$ cat src/rtl/tape_writer.sv
// Writes `a` ones, a zero separator, then `b` ones onto the unary tape, one cell per clock.
// Define TAPE_WRITER_REWIND_EN to walk the head back to cell 1 before signalling done.
module tape_writer #(
  parameter int TAPE_LEN = 10,
  parameter int CNT_W    = 4,
  parameter int HEAD_W   = 4
) (
  input  logic                clk,
  input  logic                rst,
  input  logic                start,
  input  logic [CNT_W-1:0]    a,
  input  logic [CNT_W-1:0]    b,
  output logic                busy,
  output logic                done,
  output logic                err,
  output logic [1:TAPE_LEN]   tape,
  output logic [HEAD_W-1:0]   head
);

  typedef enum logic [2:0] {
    S_IDLE   = 3'd0,
    S_CLEAR  = 3'd1,
    S_WR_A   = 3'd2,
    S_SEP    = 3'd3,
    S_WR_B   = 3'd4,
`ifdef TAPE_WRITER_REWIND_EN
    S_REWIND = 3'd5,
`endif
    S_FIN    = 3'd6
  } state_t;

`ifdef TAPE_WRITER_REWIND_EN
  localparam state_t AFTER_B = S_REWIND;
`else
  localparam state_t AFTER_B = S_FIN;
`endif

  state_t state, state_next;
  logic [CNT_W-1:0] cnt_a, cnt_b;
  logic [CNT_W+1:0] need;
  logic             fits;

  // Two extra bits so a+b+1 cannot wrap before the length compare.
  assign need = (CNT_W+2)'(a) + (CNT_W+2)'(b) + (CNT_W+2)'(1);
  assign fits = (need <= (CNT_W+2)'(TAPE_LEN));

  // NOTE: sequential state uses non-blocking (<=) so every register samples pre-edge values.
  always_ff @(posedge clk) begin
    if (rst) state <= S_IDLE;
    else     state <= state_next;
  end

  // NOTE: state_next gets a default first so no path through the case infers a latch.
  always_comb begin
    state_next = state;
    case (state)
      S_IDLE:   if (start && fits) state_next = S_CLEAR;
      S_CLEAR:  state_next = (cnt_a != '0) ? S_WR_A : S_SEP;
      S_WR_A:   if (cnt_a == CNT_W'(1)) state_next = S_SEP;
      S_SEP:    state_next = (cnt_b != '0) ? S_WR_B : AFTER_B;
      S_WR_B:   if (cnt_b == CNT_W'(1)) state_next = AFTER_B;
`ifdef TAPE_WRITER_REWIND_EN
      S_REWIND: if (head == HEAD_W'(2)) state_next = S_FIN;
`endif
      S_FIN:    state_next = S_IDLE;
      default:  state_next = S_IDLE;
    endcase
  end

  always_ff @(posedge clk) begin
    if (rst) begin
      tape  <= '0;
      head  <= HEAD_W'(1);
      busy  <= 1'b0;
      done  <= 1'b0;
      err   <= 1'b0;
      cnt_a <= '0;
      cnt_b <= '0;
    end else begin
      done <= 1'b0;
      err  <= 1'b0;
      case (state)
        S_IDLE: begin
          if (start && fits) begin
            cnt_a <= a;
            cnt_b <= b;
            busy  <= 1'b1;
          end else if (start) begin
            done <= 1'b1;
            err  <= 1'b1;
          end
        end
        S_CLEAR: begin
          tape <= '0;
          head <= HEAD_W'(1);
        end
        S_WR_A, S_SEP, S_WR_B: begin
          // Decoded per cell so a head past the last cell can never index out of range.
          for (int i = 1; i <= TAPE_LEN; i++)
            if (head == HEAD_W'(i)) tape[i] <= (state != S_SEP);
          head <= head + HEAD_W'(1);
          if (state == S_WR_A) cnt_a <= cnt_a - CNT_W'(1);
          if (state == S_WR_B) cnt_b <= cnt_b - CNT_W'(1);
        end
`ifdef TAPE_WRITER_REWIND_EN
        S_REWIND: head <= head - HEAD_W'(1);
`endif
        S_FIN: begin
          done <= 1'b1;
          busy <= 1'b0;
        end
        default: ;
      endcase
    end
  end

endmodule

$ cat config.mk
export PLATFORM = sky130hd
export DESIGN_NAME = tape_writer
export DESIGN_NICKNAME = d
export VERILOG_FILES = /design/src/rtl/tape_writer.sv
export SDC_FILE = /design/constraint.sdc
export NUM_CORES = 1
export LEC_CHECK = 0
export CAP_MARGIN = 5
export CORE_ASPECT_RATIO = 0.75
export CORE_UTILIZATION = 56
export CTS_BUF_LIST = sky130_fd_sc_hd__clkbuf_4 sky130_fd_sc_hd__clkbuf_8
export DETAILED_ROUTE_END_ITERATION = 10
export GPL_TIMING_DRIVEN = 0
export PLACE_DENSITY = 0.83
export REMOVE_ABC_BUFFERS = 1
export SYNTH_ARGS = -nofsm -noshare
export SYNTH_HDL_FRONTEND = slang
export SYNTH_SLANG_ARGS = --single-unit
$ cat constraint.sdc
create_clock -name clk -period 2.48 [get_ports clk]
set_input_delay 0.496 -clock clk [delete_from_list [all_inputs] [get_ports clk]]
set_output_delay 0.496 -clock clk [all_outputs]
set_load 0.01 [all_outputs]
# After elaboration in Yosys (flattened, before gate mapping)

Cells that the tools add are included.

Add/sub/neg operators: 5
Multipliers: 0
Divide/modulo/power cells: 0
Magnitude comparators: 1
Equality and inequality tests: 33
Shifts and indexed selects: 0
Muxes and demuxes: 29
Bitwise operators: 1
Reductions and logical operators: 23

Operator list:

| operator                                             | number |
|---|---|
| != test 2 bit (second input constant)                | 15 |
| one-hot mux 4 bit (2 select lines)                   | 3 |
| AND reduction 2 bit                                  | 11 |
| one-hot mux 10 bit (2 select lines)                  | 1 |
| equality test 4 x 3 -> 1 bit (second input constant) | 4 |
| 2-to-1 mux 4 bit                                     | 4 |
| one-hot mux 3 bit (5 select lines)                   | 1 |
| 2-to-1 mux 1 bit                                     | 14 |
| equality test 4 x 1 -> 1 bit (second input constant) | 3 |
| equality test 4 bit (second input constant)          | 3 |
| 2-to-1 mux 3 bit                                     | 3 |
| AND reduction 3 bit                                  | 3 |
| equality test 4 x 2 -> 1 bit (second input constant) | 2 |
| nonzero test 4 bit                                   | 2 |
| subtractor 4 x 1 -> 4 bit (second input constant)    | 2 |
| adder 5 x 1 -> 6 bit (second input constant)         | 1 |
| equality test 3 x 2 -> 1 bit (second input constant) | 2 |
| equality test 3 bit (second input constant)          | 2 |
| <= comparator 6 x 4 -> 1 bit (second input constant) | 1 |
| nonzero test 2 bit                                   | 3 |
| adder 4 x 4 -> 5 bit                                 | 1 |
| adder 4 x 1 -> 4 bit (second input constant)         | 1 |
| one-hot mux 1 bit (2 select lines)                   | 2 |
| equality test 3 x 1 -> 1 bit (second input constant) | 1 |
| 7 further kinds                                      | 7 |

Flip-flop bits (word level): 28
Latch bits: 0
RAM bits: 0
ROM bits: 0
Output and inout port bits: 17
Word-level logic and storage cells: 109
Memories: 0

# Longest topological paths before layout

Gate-level depths: netlist of run 1.

Word-level depth: 6
Depth in mapped cells: 9

# Least setup slack after synthesis of run 1

Ideal clock, no wire load.

Path kind: input to register
Start point: input b[0]
End point: register state[0]
Arrival time: 2.125 ns
Required time: 2.366 ns
Path slack: 0.240 ns
Stages on the path: 9
Buffers on the path: 0
Cells stage by stage: inv_1 > ha_1 > inv_1 > fa_1 > a21o_1 > a21oi_2 > o31a_4 > nand2_1 > a2111oi_0

Longest elaborated chain between the ends: 6

Ends and longest elaborated chain:

| element                       | line | text |
|---|---|---|
| from (decl)                   | 12   | `input logic [CNT_W-1:0] b,` |
| adder 4 x 4 -> 5 bit          | 44   | `assign need = (CNT_W+2)'(a) + (CNT_W+2)'(b) + (CNT_W+2)'(1);` |
| adder 5 x 1 -> 6 bit          | 44   |  |
| <= comparator 6 x 4 -> 1 bit  | 45   | `assign fits = (need <= (CNT_W+2)'(TAPE_LEN));` |
| logical AND 1 bit             | 57   | `S_IDLE: if (start && fits) state_next = S_CLEAR;` |
| != test 2 bit (no line)       | -    |  |
| AND reduction 3 bit (no line) | -    |  |
| to (signal assigned)          | 50   | `else state <= state_next;` |
| to (decl)                     | 38   | `state_t state, state_next;` |

Every way passes these cells.
A chain may end at the register's enable or synchronous reset.

# Worst setup path after layout of run 1

Start point: input a[3]
End point: register cnt_b[0]

Longest elaborated chain between the ends: 6

Ends and longest elaborated chain:

| element                       | line | text |
|---|---|---|
| from (decl)                   | 11   | `input logic [CNT_W-1:0] a,` |
| adder 4 x 4 -> 5 bit          | 44   |  |
| adder 5 x 1 -> 6 bit          | 44   |  |
| <= comparator 6 x 4 -> 1 bit  | 45   |  |
| logical AND 1 bit             | 84   | `if (start && fits) begin` |
| != test 2 bit (no line)       | -    |  |
| AND reduction 3 bit (no line) | -    |  |
| to (signal assigned)          | 103  | `if (state == S_WR_B) cnt_b <= cnt_b - CNT_W'(1);` |
| to (decl)                     | 39   | `logic [CNT_W-1:0] cnt_a, cnt_b;` |

Every way passes these cells.

==> metrics.txt, run 1 <==
depth of the most critical reg-to-reg path 5; Placement Cell Area 2060 um^2; PortBufs 27; post-synthesis async set-or-reset flop share 0%; cell area after synthesis 1800 um^2; Netlist cell types 49; total CTS buffers 3; Setup-failing EPs final 0; largest net degree at the start of global routing 31; die width 67.4 um; GR Util met2 44.0%; Die Area 3440 um^2; routability cong. 0.809; antenna fix cells 0; Worst-Margin Slew 1.20 ns; ordered cell list for the critical path clkdlybuf4s50_1 -> ha_4 -> and2_0 -> a311o_1 -> o31a_4 -> a2111o_1 -> o41ai_1; multi-input logic area 1190 um^2; Clock Skew 0.0142 ns; worst hold slack 0.500 ns; share of layout cells above drive strength 1 10.3%; worst skew pair latency 0.29 ns; critical path class input port to register; Mapped Cells 211; first drt pass iteration count 4; H-tree depth 1; Worst R2R Start state[2]; CP Max Fanout 7; clock slew at reported path FFs 0.11 ns; Net Sw Frac 41.7%; total number of yosys warnings 0; register area 561 um^2; aggregate routed wire length 4.54 mm; Final period util 96.4%; Pleak 0.000878 uW; Ports 28; detailed-route via count 1670; outcome completed; achievable frequency 418 MHz; Psw 838 uW; Hold Crit Class register to register; hold-critical path depth 2; CTS tree done; Worst Setup Start Kind input port; busiest layer in global routing met2; post-route cell area 2220 um^2; Main synth FF type dfxtp_1; antenna violations before repair 0; routed wire length per instance 16.7 um; Via-to-Cell Ratio 6.14; CP max stage delay 0.55 ns; Final Hold Vio Count 0; P per Cell Area 904 nW/um^2; HPWL after DPL 3.14 mm; post-route ant nets 0; RSZ-0062 raised after global routing no; grt met1 use 42.0%; Layout area overhead 23.5%; Die Height 51.1 um; Fillers 223; DRT iter0 DRCs 158; CP max-delay cell clkdlybuf4s50_1; Critical R2R Capture tape[1]; Clock Sink Count 28; Max VDD drop 447 uV; root buffer cell clkbuf_8; Critical Path RT 2.67 ns; Site Rows 17; Layout Nets 261; crit path capture cnt_b[0]; Post-synth EDFFs 0; final slew viol count 0; Comb power frac 48.2%; Internal 1170 uW; gr ovfl total 0; core footprint 3000 um^2; Seq cells post-synth 28; met3 Use GR 5.36%; worst setup path start a[3]; Clock Path Buffers 2; starting density of the core 59.9%; Hold Buf Count CTS 0; Reg power frac 33.2%; total track usage 29.3%; Critical Path End Type register; syn avg cell area 8.52 um^2; commonest non-fill, non-tap cell in the layout dfxtp_1; Max-slew headroom 19.6%; # DRC 0; clock share of power 18.6%; worst reg2reg setup slack 0.34 ns; minimum clock period 2.39 ns; post-synthesis sequential area ratio 31.2%; most frequent cells in the layout dfxtp_1 (28), clkdlybuf4s50_1 (25), nor2_1 (23), a21oi_1 (22); global-route wire length before repair 7.45 mm; Critical Path AT 2.58 ns; Max Cap Viol 0; vias in the first global route 1524
==> stage by stage <==
step	setup WS (ns)	utilization [%]	cells	power [uW]	TNS, ns
2_1_floorplan	0.254	-	200	1280	0
3_3_place_gp	-0.481	68.8	265	1510	-4.40
3_5_place_dp	-0.629	68.8	265	1570	-5.03
4_1_cts	-0.00896	73.3	271	1970	-0.00896
5_1_grt	0.0103	74.0	272	2130	0
6_report	0.0884	74.0	272	2010	0
==> cell families after synthesis <==
family          after synthesis  share of synthesized area, %
simple gates                 67                          19.3
compound gates               63                          25.8
flops                        28                          31.2
buf+inv                      25                          5.71
fa+ha+maj                    15                          10.9
mux                          11                          6.13
xor+xnor                      2                         0.975
==> layer usage <==
metal | vias to the layer above | routed length [um] | share of wire (%)
met1 | 789 | 2150 | 47
met5 | - | 0 | 0
li1 | 808 | - | -
met3 | 6 | 259 | 5.7
met4 | 0 | 44 | 0.97
met2 | 67 | 2080 | 46
==> area by class of cell <==
class / count / area share, %
flip-flops and latches: 28 / 25.3
well taps: 38 / 2.14
multi-input cells: 158 / 53.6
clock inverters: 1 / 1.35
clock buffers: 3 / 1.86
repair buffers: 30 / 13.4
inverters: 14 / 2.37
==> critical path, delay by kind of cell <==
family                     cells  cell delay, ns
and+or+nand+nor                1            0.15
adders and majority gates      1            0.25
buffers and inverters          1            0.55
AOI/OAI and AO/OA              4            1.13
==> repair_timing <==
| action | CTS | global route |
|---|---|---|
| buffers inserted | 2 | 1 |
| endpoints found under the setup margin | 11 | 11 |
| pin swaps | 5 | 5 |
| gates resized for setup | 11 | 3 |
| cloned | 0 | 0 |
==> synthesized netlist by cell type (3+ instances only) <==
cell type / instances / share of area, %
a211oi_1: 3 / 1.3
a21oi_1: 24 / 6.7
buf_2: 4 / 1.1
clkbuf_1: 6 / 1.3
dfxtp_1: 28 / 31
ha_1: 14 / 9.7
inv_1: 14 / 2.9
mux2i_1: 11 / 6.1
nand2_1: 13 / 2.7
nand2b_1: 6 / 2.1
nand3b_1: 3 / 1.3
nor2_1: 23 / 4.8
nor3_1: 8 / 2.2
nor3b_1: 3 / 1.3
o2111ai_1: 5 / 2.4
o21ai_0: 5 / 1.4
o31ai_1: 3 / 1.3
==> flip-flops by register name, summed over array words and instances (netlist names) <==
| signal | count |
|---|---|
| busy | 1 |
| done | 1 |
| cnt_a | 4 |
| state | 3 |
| err | 1 |
| tape | 10 |
| head | 4 |
| cnt_b | 4 |
==> how the worst min path moves through the flow <==
| stage | from | end |
|---|---|---|
| after floorplan | cnt_a[3] | cnt_a[3] |
| after global placement | cnt_b[1] | cnt_b[1] |
| after detailed placement | cnt_a[3] | cnt_a[3] |
| after CTS | cnt_b[3] | cnt_b[3] |
| after global routing | cnt_b[1] | cnt_b[1] |
| final | cnt_b[3] | cnt_b[3] |
==> power groups by stage <==
stage | sequential [uW] | combinational (uW) | clock, uW
6_report | 666 | 967 | 373
5_1_grt | 678 | 1060 | 389
4_1_cts | 660 | 942 | 367
3_5_place_dp | 669 | 900 | 0
3_3_place_gp | 657 | 856 | 0
2_1_floorplan | 656 | 621 | 0
No activity file was read; power rests on OpenSTA's default activity.
==> inputs of run 2 (changes only) <==
CORE_UTILIZATION = 53   (was 56)
CTS_BUF_LIST = unset   (was sky130_fd_sc_hd__clkbuf_4 sky130_fd_sc_hd__clkbuf_8)
PLACE_DENSITY = 0.79   (was 0.83)
SETUP_SLACK_MARGIN = 0.5   (was unset)
==> run 2 against run 1 <==
Routed wire length up 6.3%. Clock-buffer cell count rose by 1. Register-to-register slack gained 0.15 ns. Highest routed layer unchanged. Die area rose by 5.5%. Power is 0.53% lower. Clock power shrank 25%. Clock skew fell by 0.0066 ns. Via count grew 3.6%. Cell area increased by 6.3%. Global-route usage decreased by 2.3 points. Critical path depth rose by 3. Sequential share of layout area fell by 1.4 points.
==> metrics.txt, run 2 (synthesized netlist as in run 1, its figures left out) <==
Critical Path AT 2.30 ns; minimum clock period 2.12 ns; Clock Skew 0.00761 ns; gr ovfl total 0; post-route ant nets 0; ordered cell list for the critical path buf_8 -> inv_4 -> ha_4 -> inv_2 -> fa_2 -> xor2_2 -> a21oi_4 -> o31a_4 -> a2111o_1 -> o41ai_2; Reg power frac 33.5%; CP delay by family, top compound AO/OA/AOI/OAI gates; # DRC 0; Pleak 0.000928 uW; CP max stage delay 0.40 ns; Clock Sink Count 28; Comb power frac 52.4%; core footprint 3080 um^2; total CTS buffers 3; Ports 28; Site Rows 17; Psw 859 uW; commonest non-fill, non-tap cell in the layout dfxtp_1; P per Cell Area 846 nW/um^2; Via-to-Cell Ratio 6.16; RSZ-0062 raised after global routing yes; final slew viol count 0; Setup-failing EPs final 0; antenna fix cells 0; routability cong. 0.864; Final Core Density 76.5%; root buffer cell clkbuf_8; vias in the first global route 1677; Clock Path Buffers 2; first drt pass iteration count 4; CP max-delay cell a2111o_1; Worst Setup Start Kind input port; max FFs per register 10; Die Area 3630 um^2; Internal 1140 uW; worst skew pair latency 0.27 ns; critical path class input port to register; Net Sw Frac 43.0%; Max VDD drop 563 uV; crit path capture cnt_b[0]; antenna violations before repair 0; outcome completed; setup tns final 0 ns; die width 69.2 um; Layout Nets 270; global-route wire length before repair 7.80 mm; Critical Path End Type register; most frequent cells in the layout dfxtp_1 (26), nor2_1 (23), a21oi_1 (21), clkdlybuf4s50_1 (18), nand2_1 (12); worst reg2reg setup slack 0.49 ns; Biggest register tape; Final period util 85.3%; Worst Path Buf+Inv 3; Worst R2R Start state[1]; H-tree depth 1; Critical R2R Capture cnt_a[2]; largest net degree at the start of global routing 31; DRT iter0 DRCs 126; Final Hold Vio Count 0; Layout area overhead 31.3%; depth of the most critical reg-to-reg path 5; PortBufs 27; clock share of power 14.1%; worst setup path start a[0]; HPWL after DPL 3.19 mm; CP Max Fanout 7; starting density of the core 58.3%; routed wire length per instance 17.2 um; Hold Crit Class register to register; worst hold path startpoint cnt_b[1]; worst hold slack 0.485 ns; Levels on crit path 10; Critical Path RT 2.66 ns; share of layout cells above drive strength 1 22.2%; Max-slew headroom 55.4%; aggregate routed wire length 4.82 mm; Fillers 206; CTS tree done; Die Height 52.4 um; total track usage 27.0%; Worst-Margin Slew 0.668 ns; clock slew at reported path FFs 0.10 ns; Max Cap Viol 0; detailed-route via count 1730; achievable frequency 472 MHz
-- run 2: changes by cell type in the layout (fill, tap and decap cells not counted), moves of 3 or more --
cell,previous run,this run
buf_4,3,10
buf_2,0,4
ha_1,13,10
clkdlybuf4s50_1,25,18
ha_4,1,4
-- run 2: what timing repair did --
item / 4_1_cts / 5_1_grt
hold buffers: 0 / 0
setup buffers: 6 / 6
gates resized for setup: 59 / 13
pin swaps: 14 / 7
endpoints found under the hold margin: 0 / 0
endpoints found under the setup margin: 16 / 24
gates cloned: 0 / 0
-- run 2: per-layer routing --
| layer | vias up | GRT usage, % | wire, um |
|---|---|---|---|
| li1 | 825 | - | - |
| met1 | 837 | 35.5 | 2220 |
| met2 | 62 | 47.4 | 2270 |
| met3 | 6 | 4.42 | 288 |
| met4 | 0 | 5.44 | 48 |
| met5 | - | 0 | 0 |
-- run 2: power groups by stage --
| stage | clock network, uW | registers, uW | logic, uW |
|---|---|---|---|
| finish | 281 | 669 | 1050 |
| global route | 301 | 681 | 1150 |
| CTS | 295 | 658 | 971 |
| detailed placement | 0 | 667 | 894 |
| global placement | 0 | 659 | 861 |
| floorplan | 0 | 656 | 621 |
-- run 2: metrics by stage --
step / worst slack [ns] / power [uW] / instances / area, um^2
2_1_floorplan: 0.254 / 1280 / 200 / 1750
5_1_grt: 0.316 / 2130 / 281 / 2360
4_1_cts: 0.358 / 1920 / 275 / 2280
3_5_place_dp: -0.538 / 1560 / 265 / 2060
3_3_place_gp: -0.490 / 1520 / 265 / 2060
6_report: 0.364 / 2000 / 281 / 2360
-- run 2: layout make-up --
| class | instances | area, um^2 | area share (%) |
|---|---|---|---|
| clock buffers | 4 | 55.1 | 2.33 |
| inverters | 14 | 62.6 | 2.65 |
| multi-input cells | 158 | 1280 | 54.2 |
| flip-flops and latches | 28 | 563 | 23.9 |
| well taps | 38 | 47.5 | 2.02 |
| repair buffers | 39 | 353 | 15.0 |
-- run 2: how the worst min path moves through the flow --
| stage | depth (start not counted) | slack [ns] | endpoint |
|---|---|---|---|
| floorplan | 2 | 0.45 | cnt_a[3] |
| global placement | 2 | 0.46 | cnt_b[1] |
| detailed placement | 2 | 0.47 | cnt_a[3] |
| CTS | 2 | 0.49 | cnt_a[3] |
| global route | 2 | 0.51 | cnt_b[1] |
| finish | 2 | 0.48 | cnt_b[1] |
-- run 2: worst min-delay path: stages (launching register included) --
cell     delay [ns]
dfxtp_1        0.33
nand2_1        0.06
mux2i_1        0.06
==> inputs of run 3 (changes only) <==
==> constraint.sdc (replaced) <==
create_clock -name clk -period 2.48 [get_ports clk]
set_input_delay 0.372 -clock clk [delete_from_list [all_inputs] [get_ports clk]]
set_output_delay 0.372 -clock clk [all_outputs]
set_load 0.01 [all_outputs]
==> run 3 against run 2 <==
Routed wire length is 4.3% lower. Combinational power hardly changed. Largest power group unchanged. Final cell count is 0.36% lower. Critical endpoint unchanged. Power is 0.87% lower. Critical path type unchanged. Clock skew is 0.0017 ns lower. Maximum frequency is 5.0% higher. Highest routed layer unchanged.
==> metrics.txt, run 3 (synthesized netlist as in run 1, its figures left out) <==
Final Hold Vio Count 0; achievable frequency 496 MHz; Die Height 52.4 um; aggregate routed wire length 4.62 mm; Max-slew headroom 55.7%; most frequent cells in the layout dfxtp_1 (26), nor2_1 (22), a21oi_1 (21), clkdlybuf4s50_1 (18), nand2_1 (12); total power 1980 uW; die width 69.2 um; H-tree depth 1; worst hold slack 0.425 ns; register area 563 um^2; Critical Path End Type register; global-route wire length before repair 7.56 mm; minimum clock period 2.01 ns; Worst-Margin Slew 0.664 ns; DRT iter0 DRCs 180; worst skew pair latency 0.28 ns; Layout Nets 269; routability cong. 0.864; post-route cell area 2350 um^2; Net Sw Frac 42.9%; Site Rows 17; Psw 848 uW; Hold Crit Class input port to register; Worst Setup Start Kind input port; post-route ant nets 0; critical path class input port to register; first drt pass iteration count 4; Fillers 215; Placement Cell Area 2060 um^2; Max Cap Viol 0; Clock Path Buffers 2; antenna violations before repair 0; PortBufs 27; HPWL after DPL 3.19 mm; routed wire length per instance 16.5 um; largest net degree at the start of global routing 31; root buffer cell clkbuf_8; Via-to-Cell Ratio 6.09; max FFs per register 10; P per Cell Area 842 nW/um^2; Clock Sink Count 28; Pleak 0.000925 uW; Ports 28; # DRC 0; Setup-failing EPs final 0; commonest non-fill, non-tap cell in the layout dfxtp_1; CP Max Fanout 7; antenna fix cells 0; RSZ-0062 raised after global routing yes; clock slew at reported path FFs 0.10 ns; outcome completed; multi-input logic area 1260 um^2; Max VDD drop 464 uV; clock share of power 14.4%; Biggest register tape; detailed-route via count 1704; CTS tree done; Critical Path AT 2.20 ns; Reg power frac 33.8%; total CTS buffers 3; share of layout cells above drive strength 1 20.7%; Final period util 81.2%; total track usage 26.2%; Hold Buf Count CTS 0; starting density of the core 58.3%; Clock Skew 0.00586 ns; Layout area overhead 30.8%; Critical Path RT 2.67 ns; core footprint 3080 um^2; final slew viol count 0; Internal 1130 uW; gr ovfl total 0; Comb power frac 51.7%; Die Area 3630 um^2; vias in the first global route 1597
[run 3: changes by cell type in the layout (fill, tap and decap cells not counted), sizes merged]
cell / change
dlygate4sd2: +2
buf: -5
clkdlybuf4s15: +2
[run 3: area by class of cell]
cell class	instances	area share (%)
multi-input combinational	158	53.7
sequential	28	24.0
timing repair buffer	38	15.3
inverter	14	2.66
clock buffer	4	2.34
tap	38	2.02
[run 3: metal layers]
layer / wire length (um) / vias to the layer above / GRT usage, %
met2: 2140 / 55 / 43.4
met5: 0 / - / 0
met4: 19 / 0 / 6.12
li1: - / 829 / -
met3: 292 / 4 / 3.65
met1: 2170 / 816 / 36.4
[run 3: what timing repair did]
action                                  in CTS  in global routing
gates resized for setup                     44                 18
pin swaps                                   12                  6
endpoints found under the setup margin      15                 23
setup buffers                                6                  5
[run 3: metrics by stage]
stage          TNS, ns  std cells  utilization [%]  worst slack [ns]
2_1_floorplan        0        200                -             0.378
3_3_place_gp     -3.04        265             66.9            -0.366
3_5_place_dp     -3.58        265             66.9            -0.414
4_1_cts              0        275             73.5             0.425
5_1_grt              0        280             76.2             0.403
6_report             0        280             76.2             0.465
[run 3: critical path, stage by stage]
cell,delay (ns)
buf_8,0.10
inv_4,0.05
ha_4,0.12
inv_2,0.03
fa_2,0.39
xor2_2,0.22
a21oi_4,0.05
o31a_4,0.39
a2111o_1,0.40
o41ai_2,0.06
[run 3: power by group through the flow]
stage	clock network [uW]	registers (uW)	logic, uW
floorplan	0	656	621
global placement	0	659	861
detailed placement	0	667	894
CTS	295	658	970
global route	305	683	1130
finish	286	669	1020
[run 3: final timing paths]
path                               start  endpoint  slack [ns]  cells past startpoint
worst min register to register  cnt_a[3]  cnt_a[3]        0.49                      2
worst min-delay path                b[0]  cnt_b[0]        0.43                      3
worst max-delay path                a[0]  cnt_b[0]        0.47                     10
worst max register to register  state[1]   tape[4]        0.61                      5
